## config.mk

```make
export PLATFORM = sky130hd
export DESIGN_NAME = id_ex_stage_buf
export DESIGN_NICKNAME = d
export VERILOG_FILES = /design/src/rtl/id_ex_stage_buf.sv
export SDC_FILE = /design/constraint.sdc
export NUM_CORES = 1
export LEC_CHECK = 0
export ABC_CLOCK_PERIOD_IN_PS = 3500
export CAP_MARGIN = 20
export CORE_ASPECT_RATIO = 2
export CORE_UTILIZATION = 53
export DETAILED_ROUTE_END_ITERATION = 16
export PLACE_DENSITY = 0.88
export SYNTH_ARGS = -nofsm -noshare
export SYNTH_HDL_FRONTEND = slang
export SYNTH_SLANG_ARGS = --single-unit
```

## constraint.sdc

```tcl
create_clock -name clk_i -period 3.5 [get_ports clk_i]
set_input_delay 0.525 -clock clk_i [delete_from_list [all_inputs] [get_ports clk_i]]
set_output_delay 0.525 -clock clk_i [all_outputs]
set_load 0.05 [all_outputs]
```

## src/rtl/id_ex_stage_buf.sv

```systemverilog
// ID/EX valid/ready stage register with 2-entry skid buffer, sync flush, bubble-zeroed control.
// Latency: 1 falling edge from accept into an empty stage; 1 instruction/cycle while out_ready_i=1.
// Backpressure: in_ready_o = !skid.valid, registered; optional stall counter under ID_EX_STALL_STAT_EN.
module id_ex_stage_buf #(
    parameter int DATA_W  = 32,
    parameter int NUM_CH  = 3,
    parameter int CTRL_W  = 8,
    parameter int REG_W   = 5,
    parameter int NUM_REG = 4
) (
    input  logic                      clk_i,
    input  logic                      rst_i,
    input  logic                      flush_i,
    input  logic                      in_valid_i,
    output logic                      in_ready_o,
    input  logic [NUM_CH*DATA_W-1:0]  in_data_i,
    input  logic [CTRL_W-1:0]         in_ctrl_i,
    input  logic [NUM_REG*REG_W-1:0]  in_reg_i,
    output logic                      out_valid_o,
    input  logic                      out_ready_i,
    output logic [NUM_CH*DATA_W-1:0]  out_data_o,
    output logic [CTRL_W-1:0]         out_ctrl_o,
    output logic [NUM_REG*REG_W-1:0]  out_reg_o,
    output logic [1:0]                occupancy_o
`ifdef ID_EX_STALL_STAT_EN
    ,
    output logic [15:0]               stall_cnt_o
`endif
);

    localparam int DW = NUM_CH * DATA_W;
    localparam int RW = NUM_REG * REG_W;

    logic          m_vld, s_vld;
    logic [DW-1:0] m_data, s_data;
    logic [CTRL_W-1:0] m_ctrl, s_ctrl;
    logic [RW-1:0] m_reg, s_reg;

    logic accept, consume;

    assign accept  = in_valid_i & ~s_vld;
    assign consume = m_vld & out_ready_i;

    // Pipeline-register convention: state moves on the falling edge.
    always_ff @(negedge clk_i) begin
        if (rst_i) begin
            m_vld  <= 1'b0;
            s_vld  <= 1'b0;
            m_data <= '0;
            s_data <= '0;
            m_ctrl <= '0;
            s_ctrl <= '0;
            m_reg  <= '0;
            s_reg  <= '0;
        end else if (flush_i) begin
            m_vld <= 1'b0;
            s_vld <= 1'b0;
        end else begin
            case ({m_vld, s_vld})
                2'b00: begin
                    if (accept) begin
                        m_vld  <= 1'b1;
                        m_data <= in_data_i;
                        m_ctrl <= in_ctrl_i;
                        m_reg  <= in_reg_i;
                    end
                end
                2'b10: begin
                    if (accept && consume) begin
                        m_data <= in_data_i;
                        m_ctrl <= in_ctrl_i;
                        m_reg  <= in_reg_i;
                    end else if (accept) begin
                        s_vld  <= 1'b1;
                        s_data <= in_data_i;
                        s_ctrl <= in_ctrl_i;
                        s_reg  <= in_reg_i;
                    end else if (consume) begin
                        m_vld <= 1'b0;
                    end
                end
                2'b11: begin
                    if (consume) begin
                        s_vld  <= 1'b0;
                        m_data <= s_data;
                        m_ctrl <= s_ctrl;
                        m_reg  <= s_reg;
                    end
                end
                default: begin
                    // Skid without main is unreachable; recover to empty.
                    m_vld <= 1'b0;
                    s_vld <= 1'b0;
                end
            endcase
        end
    end

    assign in_ready_o  = ~s_vld;
    assign out_valid_o = m_vld;
    assign out_data_o  = m_data;
    assign out_reg_o   = m_reg;
    // A bubble must never carry write enables into execute.
    assign out_ctrl_o  = m_vld ? m_ctrl : '0;
    assign occupancy_o = {1'b0, m_vld} + {1'b0, s_vld};

`ifdef ID_EX_STALL_STAT_EN
    logic [15:0] stall_cnt;

    always_ff @(negedge clk_i) begin
        if (rst_i) begin
            stall_cnt <= '0;
        end else if (m_vld && !out_ready_i && stall_cnt != 16'hFFFF) begin
            stall_cnt <= stall_cnt + 16'd1;
        end
    end

    assign stall_cnt_o = stall_cnt;
`endif

endmodule

```

==> results of run 1 <==
how the worst max path moves through the flow:
stage / to / slack, ps / cells past startpoint
floorplan: out_data_o[85] / -60 / 5
global placement: out_reg_o[17] / -520 / 7
detailed placement: out_data_o[32] / -630 / 7
CTS: occupancy_o[0] / -190 / 3
global route: occupancy_o[0] / -250 / 3
finish: occupancy_o[0] / -220 / 3
timing repair:
action                                  4_1_cts  5_1_grt
endpoints found under the hold margin         0        0
pin swaps                                     3        4
cloned                                        1        7
setup buffers                                 6        4
endpoints found under the setup margin       16      255
gates resized for setup                      20       19
per-layer routing:
layer	track usage [%]	routed length [µm]
met2	61.1	22900
met1	38.8	15100
met4	32.3	3510
met3	10.5	4160
met5	0	0
cells by family (layout without fill, tap and decap cells):
| family | Yosys count | after routing | synth area share (%) |
|---|---|---|---|
| fa+ha+maj | 4 | 4 | 0.431 |
| compound gates | 504 | 504 | 31.1 |
| simple gates | 400 | 400 | 16.2 |
| buf+inv | 269 | 736 | 9.13 |
| other cells | 0 | 3 | 0 |
| flops | 250 | 250 | 43.1 |
power by group:
group          total (µW)  internal [µW]  switching (µW)
clock                3770           1660            2110
combinational        2160           1020            1130
sequential           3250           3050             200
total                9170           5730            3440
synthesized netlist by cell type:
| cell type | n |
|---|---|
| sky130_fd_sc_hd__a2111oi_0 | 1 |
| sky130_fd_sc_hd__a21oi_1 | 134 |
| sky130_fd_sc_hd__a221oi_2 | 1 |
| sky130_fd_sc_hd__a221oi_4 | 1 |
| sky130_fd_sc_hd__a2bb2oi_1 | 116 |
| sky130_fd_sc_hd__a31oi_1 | 1 |
| sky130_fd_sc_hd__and2_1 | 8 |
| sky130_fd_sc_hd__and4b_1 | 1 |
| sky130_fd_sc_hd__buf_1 | 5 |
| sky130_fd_sc_hd__buf_2 | 16 |
| sky130_fd_sc_hd__buf_4 | 6 |
| sky130_fd_sc_hd__buf_6 | 1 |
| sky130_fd_sc_hd__clkbuf_1 | 122 |
| sky130_fd_sc_hd__dfxtp_1 | 250 |
| sky130_fd_sc_hd__ha_1 | 4 |
| sky130_fd_sc_hd__inv_1 | 119 |
| sky130_fd_sc_hd__nand2_1 | 249 |
| sky130_fd_sc_hd__nand2b_1 | 125 |
| sky130_fd_sc_hd__nand4b_1 | 1 |
| sky130_fd_sc_hd__nor2_1 | 3 |
| sky130_fd_sc_hd__nor2b_1 | 9 |
| sky130_fd_sc_hd__nor4_1 | 1 |
| sky130_fd_sc_hd__o21ai_0 | 1 |
| sky130_fd_sc_hd__o21ai_1 | 1 |
| sky130_fd_sc_hd__o22ai_1 | 124 |
| sky130_fd_sc_hd__o2bb2ai_1 | 8 |
| sky130_fd_sc_hd__o32ai_1 | 116 |
| sky130_fd_sc_hd__or2_1 | 1 |
| sky130_fd_sc_hd__or2_2 | 1 |
| sky130_fd_sc_hd__or3_1 | 1 |
tightest hold or removal path, cell delays in order, from the launching register on:
cell	delay [ps]
sky130_fd_sc_hd__dfxtp_1	290
sky130_fd_sc_hd__nand2_1	50
sky130_fd_sc_hd__a21oi_1	50
through the flow:
step / worst slack, ps / instances / instance area (µm²) / hold slack [ps]
2_1_floorplan: -58.4 / 1427 / 11700 / 431
3_3_place_gp: -523 / 1862 / 15800 / 436
3_5_place_dp: -631 / 1862 / 15800 / 441
4_1_cts: -189 / 2156 / 17500 / 446
5_1_grt: -252 / 2170 / 17800 / 460
6_report: -221 / 2170 / 17800 / 446
final cells by class:
type | count | area, µm²
antenna | 3 | 7.51
clock buffer | 25 | 626
clock inverter | 263 | 1000
fill | 1137 | 3680
inverter | 118 | 445
multi-input combinational | 908 | 5660
sequential | 250 | 5020
tap | 273 | 342
timing repair buffer | 330 | 4700
==> report_table.html, run 1 <==
<table>
<tr><th>Metric</th><th>Value</th></tr>
<tr><th colspan="2">Synthesis</th></tr>
<tr><td>Top cell type's share of synthesized area</td><td>43.1%</td></tr>
<tr><td>Synth area leaders</td><td>sky130_fd_sc_hd__dfxtp_1 43%, sky130_fd_sc_hd__a2bb2oi_1 8.8%, sky130_fd_sc_hd__o32ai_1 8.8%</td></tr>
<tr><td>Largest area contributor in the netlist</td><td>sky130_fd_sc_hd__dfxtp_1</td></tr>
<tr><td>Syn Nets</td><td>1560</td></tr>
<tr><td>Synth Register Bits</td><td>250</td></tr>
<tr><td>Register area share after synthesis</td><td>43.1%</td></tr>
<tr><td>Synth unique cells</td><td>30</td></tr>
<tr><td>Yosys Warn Count</td><td>0</td></tr>
<tr><td>Netlist area before placement</td><td>0.0116 mm²</td></tr>
<tr><td>Mean instance size in the synthesized netlist</td><td>8.13 µm²</td></tr>
<tr><td>Cells after synthesis</td><td>1427</td></tr>
<tr><th colspan="2">Layout</th></tr>
<tr><td>Fraction of final layout cells with drive strength greater than 1</td><td>14.3%</td></tr>
<tr><td>Synthesis-to-finish area growth</td><td>53.4%</td></tr>
<tr><td>Commonest cells after routing, fill and taps aside</td><td>369 x sky130_fd_sc_hd__inv_1, 248 x sky130_fd_sc_hd__nand2_1, 241 x sky130_fd_sc_hd__dfxtp_1, 134 x sky130_fd_sc_hd__a21oi_1, 133 x sky130_fd_sc_hd__buf_12</td></tr>
<tr><td>Final Core Density</td><td>82.9%</td></tr>
<tr><td>Most common cell after layout, fill and taps aside</td><td>sky130_fd_sc_hd__inv_1</td></tr>
<tr><td>Number of nets in the layout</td><td>2015</td></tr>
<tr><th colspan="2">Worst setup path</th></tr>
<tr><td>Worst path slowest cell</td><td>sky130_fd_sc_hd__dfxtp_4</td></tr>
<tr><td>Logic depth of the worst register-to-register path</td><td>8</td></tr>
<tr><td>Sort of element at the start of the critical path</td><td>flip-flop</td></tr>
<tr><td>Minimum setup slack among reg-to-reg paths</td><td>910 ps</td></tr>
<tr><td>Cell-by-cell trace of the critical path</td><td>inv_4 &gt; ha_4 &gt; buf_12</td></tr>
<tr><td>Data arrival time of the critical path</td><td>3200 ps</td></tr>
<tr><td>Data required time of the worst path</td><td>2970 ps</td></tr>
<tr><td>Capturing element type of the critical path</td><td>output pin</td></tr>
<tr><td>Startpoint of the worst-slack reg-to-reg timing path</td><td>s_vld</td></tr>
<tr><td>Maximum cell stage delay along the critical path</td><td>400 ps</td></tr>
<tr><td>Buffers and inverters on the worst path</td><td>2</td></tr>
<tr><td>Classification of the worst setup path</td><td>reg2out</td></tr>
<tr><td>Reg-to-reg critical path endpoint</td><td>out_data_o[32]</td></tr>
<tr><td>Family with the most delay on the worst path</td><td>flip-flops</td></tr>
<tr><td>CP max FO</td><td>5</td></tr>
<tr><td>Launch point of the worst path</td><td>out_valid_o</td></tr>
<tr><th colspan="2">Worst hold path</th></tr>
<tr><td>Hold path endpoint</td><td>s_data[18]</td></tr>
<tr><td>Worst Min Path Start</td><td>s_data[18]</td></tr>
<tr><td>Hold depth</td><td>2</td></tr>
<tr><td>Type of the tightest min-delay check</td><td>reg2reg</td></tr>
<tr><th colspan="2">STA</th></tr>
<tr><td>Normalized max-slew margin</td><td>18.2%</td></tr>
<tr><td>Total setup violations reported at the end of the flow</td><td>13</td></tr>
<tr><td>Slew at the pin closest to its max-slew limit</td><td>1230 ps</td></tr>
<tr><td>Worst Slack Setup Final</td><td>-221 ps</td></tr>
<tr><td>RSZ-0062 raised after global routing</td><td>yes</td></tr>
<tr><td>Max Transition Viols Final</td><td>0</td></tr>
<tr><td>Fin Setup TNS</td><td>-2300 ps</td></tr>
<tr><td>Hold Vio Cnt, Final</td><td>0</td></tr>
<tr><td>Worst setup skew after layout</td><td>42.3 ps</td></tr>
<tr><th colspan="2">Clock network</th></tr>
<tr><td>Number of buffers inserted for hold repair after clock tree synthesis</td><td>0</td></tr>
<tr><td>Clock root buffer</td><td>sky130_fd_sc_hd__clkbuf_16</td></tr>
<tr><td>Number of sinks handled by clock tree synthesis</td><td>250</td></tr>
<tr><td>Clock transition at the registers of the reported paths</td><td>60 ps</td></tr>
<tr><td>TritonCTS clock tree</td><td>yes</td></tr>
<tr><td>TritonCTS buffer count</td><td>24</td></tr>
<tr><td>H-tree level count</td><td>1</td></tr>
<tr><td>Worst-skew pair later-pin latency</td><td>620 ps</td></tr>
<tr><td>Maximum count of clock buffers along a single path</td><td>3</td></tr>
<tr><th colspan="2">Drt</th></tr>
<tr><td>Number of optimization iterations in the first detailed-route pass</td><td>8</td></tr>
<tr><td>Wirelength per Cell</td><td>21.0 µm</td></tr>
<tr><td>Routed WL</td><td>45.6 mm</td></tr>
<tr><td>Number of remaining DRC errors</td><td>0</td></tr>
<tr><td>Drt initial violations</td><td>1678</td></tr>
<tr><td>Post-detailed-route via-to-cell ratio</td><td>6.34</td></tr>
<tr><td>DRT antenna net count</td><td>0</td></tr>
<tr><td>Total via count in the routed design</td><td>13762</td></tr>
<tr><th colspan="2">GRT</th></tr>
<tr><td>Number of global-route vias before repair</td><td>13854</td></tr>
<tr><td>First-pass GRT wire length</td><td>67.0 mm</td></tr>
<tr><td>Pin count of the biggest net entering global routing</td><td>253</td></tr>
<tr><td>Remaining Overflow, GRT</td><td>0</td></tr>
<tr><td>Number of antenna violations at the first check in global routing</td><td>3</td></tr>
<tr><td>Global-route usage over all layers</td><td>37.4%</td></tr>
<tr><th colspan="2">Floorplanning</th></tr>
<tr><td>Core Area</td><td>0.0215 mm²</td></tr>
<tr><td>Width of the die</td><td>107 µm</td></tr>
<tr><td>Initial Utilization</td><td>54.0%</td></tr>
<tr><td>I/O pins</td><td>257</td></tr>
<tr><td>Die area</td><td>0.0225 mm²</td></tr>
<tr><td>Overall die height</td><td>211 µm</td></tr>
<tr><td>Number of placement rows</td><td>76</td></tr>
<tr><th colspan="2">Power</th></tr>
<tr><td>Max VDD drop</td><td>490 µV</td></tr>
<tr><td>Reported leakage power</td><td>0.00714 µW</td></tr>
<tr><td>Pwr/cell area</td><td>515 mW/mm²</td></tr>
<tr><td>Total Power</td><td>9170 µW</td></tr>
<tr><th colspan="2">Status</th></tr>
<tr><td>Violations in the final reports</td><td>setup timing</td></tr>
<tr><td>Outcome</td><td>finished, violations left</td></tr>
<tr><th colspan="2">Place</th></tr>
<tr><td>Final RePlAce weighted congestion</td><td>0.811</td></tr>
<tr><td>Number of input and output port buffers inserted</td><td>256</td></tr>
<tr><td>HPWL after DPL</td><td>23.3 mm</td></tr>
<tr><th colspan="2">Flow run</th></tr>
<tr><td>Max-cap violations</td><td>0</td></tr>
</table>
No activity file was read; power rests on OpenSTA's default activity.
==> run 2: changes to the inputs <==
Settings changed: CAP_MARGIN 20 to unset, CORE_UTILIZATION 53 to 55, GPL_TIMING_DRIVEN set to 0, PLACE_DENSITY 0.88 to 0.91.
==> run 2 against run 1 <==
  * Core utilization decreased by 3.9 points
  * Clock power increased by 4%
  * Clock skew decreased by 13 ps
  * Largest power group unchanged
  * Sequential share of layout area increased by 2.7 points
  * The run still ends with setup timing left
  * Critical endpoint unchanged
  * Via count decreased by 0.63%
==> report_table.html, run 2 (synthesis results as in run 1) <==
<table>
<tr><th>Metric</th><th>Value</th></tr>
<tr><th colspan="2">STA</th></tr>
<tr><td>Total setup violations reported at the end of the flow</td><td>12</td></tr>
<tr><td>RSZ-0062 raised after global routing</td><td>yes</td></tr>
<tr><td>Hold Vio Cnt, Final</td><td>0</td></tr>
<tr><td>Hold WS</td><td>445 ps</td></tr>
<tr><td>Worst Slack Setup Final</td><td>-293 ps</td></tr>
<tr><td>Normalized max-slew margin</td><td>32.0%</td></tr>
<tr><td>Worst setup skew after layout</td><td>29.8 ps</td></tr>
<tr><td>Max Transition Viols Final</td><td>0</td></tr>
<tr><td>Slew at the pin closest to its max-slew limit</td><td>1020 ps</td></tr>
<tr><th colspan="2">Floorplanning</th></tr>
<tr><td>Overall die height</td><td>207 µm</td></tr>
<tr><td>Width of the die</td><td>105 µm</td></tr>
<tr><td>Initial Utilization</td><td>56.5%</td></tr>
<tr><td>Core Area</td><td>0.0206 mm²</td></tr>
<tr><td>Number of placement rows</td><td>74</td></tr>
<tr><td>I/O pins</td><td>257</td></tr>
<tr><td>Die area</td><td>0.0217 mm²</td></tr>
<tr><th colspan="2">Clock network</th></tr>
<tr><td>Worst-skew pair later-pin latency</td><td>600 ps</td></tr>
<tr><td>Clock root buffer</td><td>sky130_fd_sc_hd__clkbuf_16</td></tr>
<tr><td>H-tree level count</td><td>1</td></tr>
<tr><td>Maximum count of clock buffers along a single path</td><td>3</td></tr>
<tr><td>Number of sinks handled by clock tree synthesis</td><td>250</td></tr>
<tr><td>TritonCTS clock tree</td><td>yes</td></tr>
<tr><td>Number of buffers inserted for hold repair after clock tree synthesis</td><td>0</td></tr>
<tr><td>TritonCTS buffer count</td><td>24</td></tr>
<tr><td>Clock transition at the registers of the reported paths</td><td>30 ps</td></tr>
<tr><th colspan="2">GRT</th></tr>
<tr><td>Number of global-route vias before repair</td><td>14483</td></tr>
<tr><td>Remaining Overflow, GRT</td><td>0</td></tr>
<tr><td>Global-route usage over all layers</td><td>39.4%</td></tr>
<tr><td>First-pass GRT wire length</td><td>68.8 mm</td></tr>
<tr><td>Pin count of the biggest net entering global routing</td><td>15</td></tr>
<tr><td>Number of antenna violations at the first check in global routing</td><td>1</td></tr>
<tr><th colspan="2">Drt</th></tr>
<tr><td>Number of remaining DRC errors</td><td>0</td></tr>
<tr><td>Post-detailed-route via-to-cell ratio</td><td>6.06</td></tr>
<tr><td>Drt initial violations</td><td>1180</td></tr>
<tr><td>Number of optimization iterations in the first detailed-route pass</td><td>5</td></tr>
<tr><td>Total via count in the routed design</td><td>13675</td></tr>
<tr><td>Routed WL</td><td>44.6 mm</td></tr>
<tr><td>DRT antenna net count</td><td>0</td></tr>
<tr><td>Wirelength per Cell</td><td>19.8 µm</td></tr>
<tr><th colspan="2">Layout</th></tr>
<tr><td>Synthesis-to-finish area growth</td><td>39.9%</td></tr>
<tr><td>Fillers</td><td>1362</td></tr>
<tr><td>Number of nets in the layout</td><td>2110</td></tr>
<tr><td>Fraction of final layout cells with drive strength greater than 1</td><td>14.7%</td></tr>
<tr><td>Summed area of non-filler cells in the final layout</td><td>0.0162 mm²</td></tr>
<tr><td>Most common cell after layout, fill and taps aside</td><td>sky130_fd_sc_hd__inv_1</td></tr>
<tr><td>Commonest cells after routing, fill and taps aside</td><td>371 x sky130_fd_sc_hd__inv_1, 248 x sky130_fd_sc_hd__nand2_1, 243 x sky130_fd_sc_hd__dfxtp_1, 134 x sky130_fd_sc_hd__a21oi_1, 125 x sky130_fd_sc_hd__clkdlybuf4s50_1</td></tr>
<tr><th colspan="2">Worst hold path</th></tr>
<tr><td>Type of the tightest min-delay check</td><td>reg2reg</td></tr>
<tr><th colspan="2">Place</th></tr>
<tr><td>Final RePlAce weighted congestion</td><td>0.879</td></tr>
<tr><td>Number of input and output port buffers inserted</td><td>255</td></tr>
<tr><td>Total placed instance area</td><td>0.0145 mm²</td></tr>
<tr><td>Worst slack at placement</td><td>-1410 ps</td></tr>
<tr><td>HPWL after DPL</td><td>28.6 mm</td></tr>
<tr><th colspan="2">Power</th></tr>
<tr><td>Pwr/cell area</td><td>544 mW/mm²</td></tr>
<tr><td>Total Power</td><td>8830 µW</td></tr>
<tr><td>Reported leakage power</td><td>0.00685 µW</td></tr>
<tr><td>Max VDD drop</td><td>484 µV</td></tr>
<tr><th colspan="2">Worst setup path</th></tr>
<tr><td>Data arrival time of the critical path</td><td>3270 ps</td></tr>
<tr><td>Data required time of the worst path</td><td>2970 ps</td></tr>
<tr><td>Capturing element type of the critical path</td><td>output pin</td></tr>
<tr><td>CP max FO</td><td>5</td></tr>
<tr><td>Classification of the worst setup path</td><td>reg2out</td></tr>
<tr><td>Sort of element at the start of the critical path</td><td>flip-flop</td></tr>
<tr><th colspan="2">Status</th></tr>
<tr><td>Outcome</td><td>finished, violations left</td></tr>
<tr><td>Violations in the final reports</td><td>setup timing</td></tr>
<tr><th colspan="2">Flow run</th></tr>
<tr><td>Max-cap violations</td><td>0</td></tr>
</table>
==> run 2: power by group <==
part           switching, µW  leakage [µW]  internal, µW
logic                   1120       0.00309           620
registers                115       0.00204          3050
clock network           2030       0.00172          1890
total                   3270       0.00685          5560
==> run 2: path summary, 6_finish.rpt <==
kind         slack, ps  cells past startpoint             end   startpoint
max               -290                      4  occupancy_o[0]  out_valid_o
min                440                      2      s_data[29]   s_data[29]
max reg2reg        590                      8    out_reg_o[0]  out_valid_o
min reg2reg        440                      2      s_data[29]   s_data[29]
==> run 2: critical path: stages, from the launching register on <==
cell and delay (ps):
sky130_fd_sc_hd__dfxtp_4 370, sky130_fd_sc_hd__buf_8 130, sky130_fd_sc_hd__inv_6 40, sky130_fd_sc_hd__ha_4 260
sky130_fd_sc_hd__buf_8 140
==> run 2: area by class of cell <==
class                           count  area (µm²)  area share [%]
Timing Repair Buffer              278        2320            14.3
Clock inverter                    262        1080            6.67
Tap cell                          266         333            2.05
Sequential cell                   250        5020            30.9
Multi-Input combinational cell    908        5640            34.7
Buffer                            147         769            4.74
Inverter                          118         450            2.77
Antenna cell                        2        5.00          0.0308
Clock buffer                       25         626            3.85
==> run 2: per-stage QoR <==
step | setup TNS [ps] | cells | utilization (%)
after global placement | -262530 | 1948 | 70.7
after CTS | -13750 | 2247 | 77.8
after global routing | -2680 | 2255 | 79.0
final | -2430 | 2256 | 79.0
after floorplan | -3950 | 1427 | -
after detailed placement | -273070 | 1948 | 70.7
==> run 2: repair_timing <==
action                                  4_1_cts  5_1_grt
setup buffers                                14        9
hold endpoints to repair                      0        0
gates resized for setup                     765       81
gates cloned                                  1        0
pin swaps                                     4        2
endpoints found under the setup margin      378      277
==> run 2: layer usage <==
layer,track usage [%],routed length (µm),vias up
li1,-,-,6162
met1,36.8,14400,6362
met2,69.5,23200,885
met3,11.8,3810,266
met4,33.0,3170,0
met5,0,0,-
==> run 3: changes to the inputs <==
Settings changed: CAP_MARGIN set to 30.
==> results of run 3 <==
The final DEF is identical to that of run 2; final timing and power are the same.
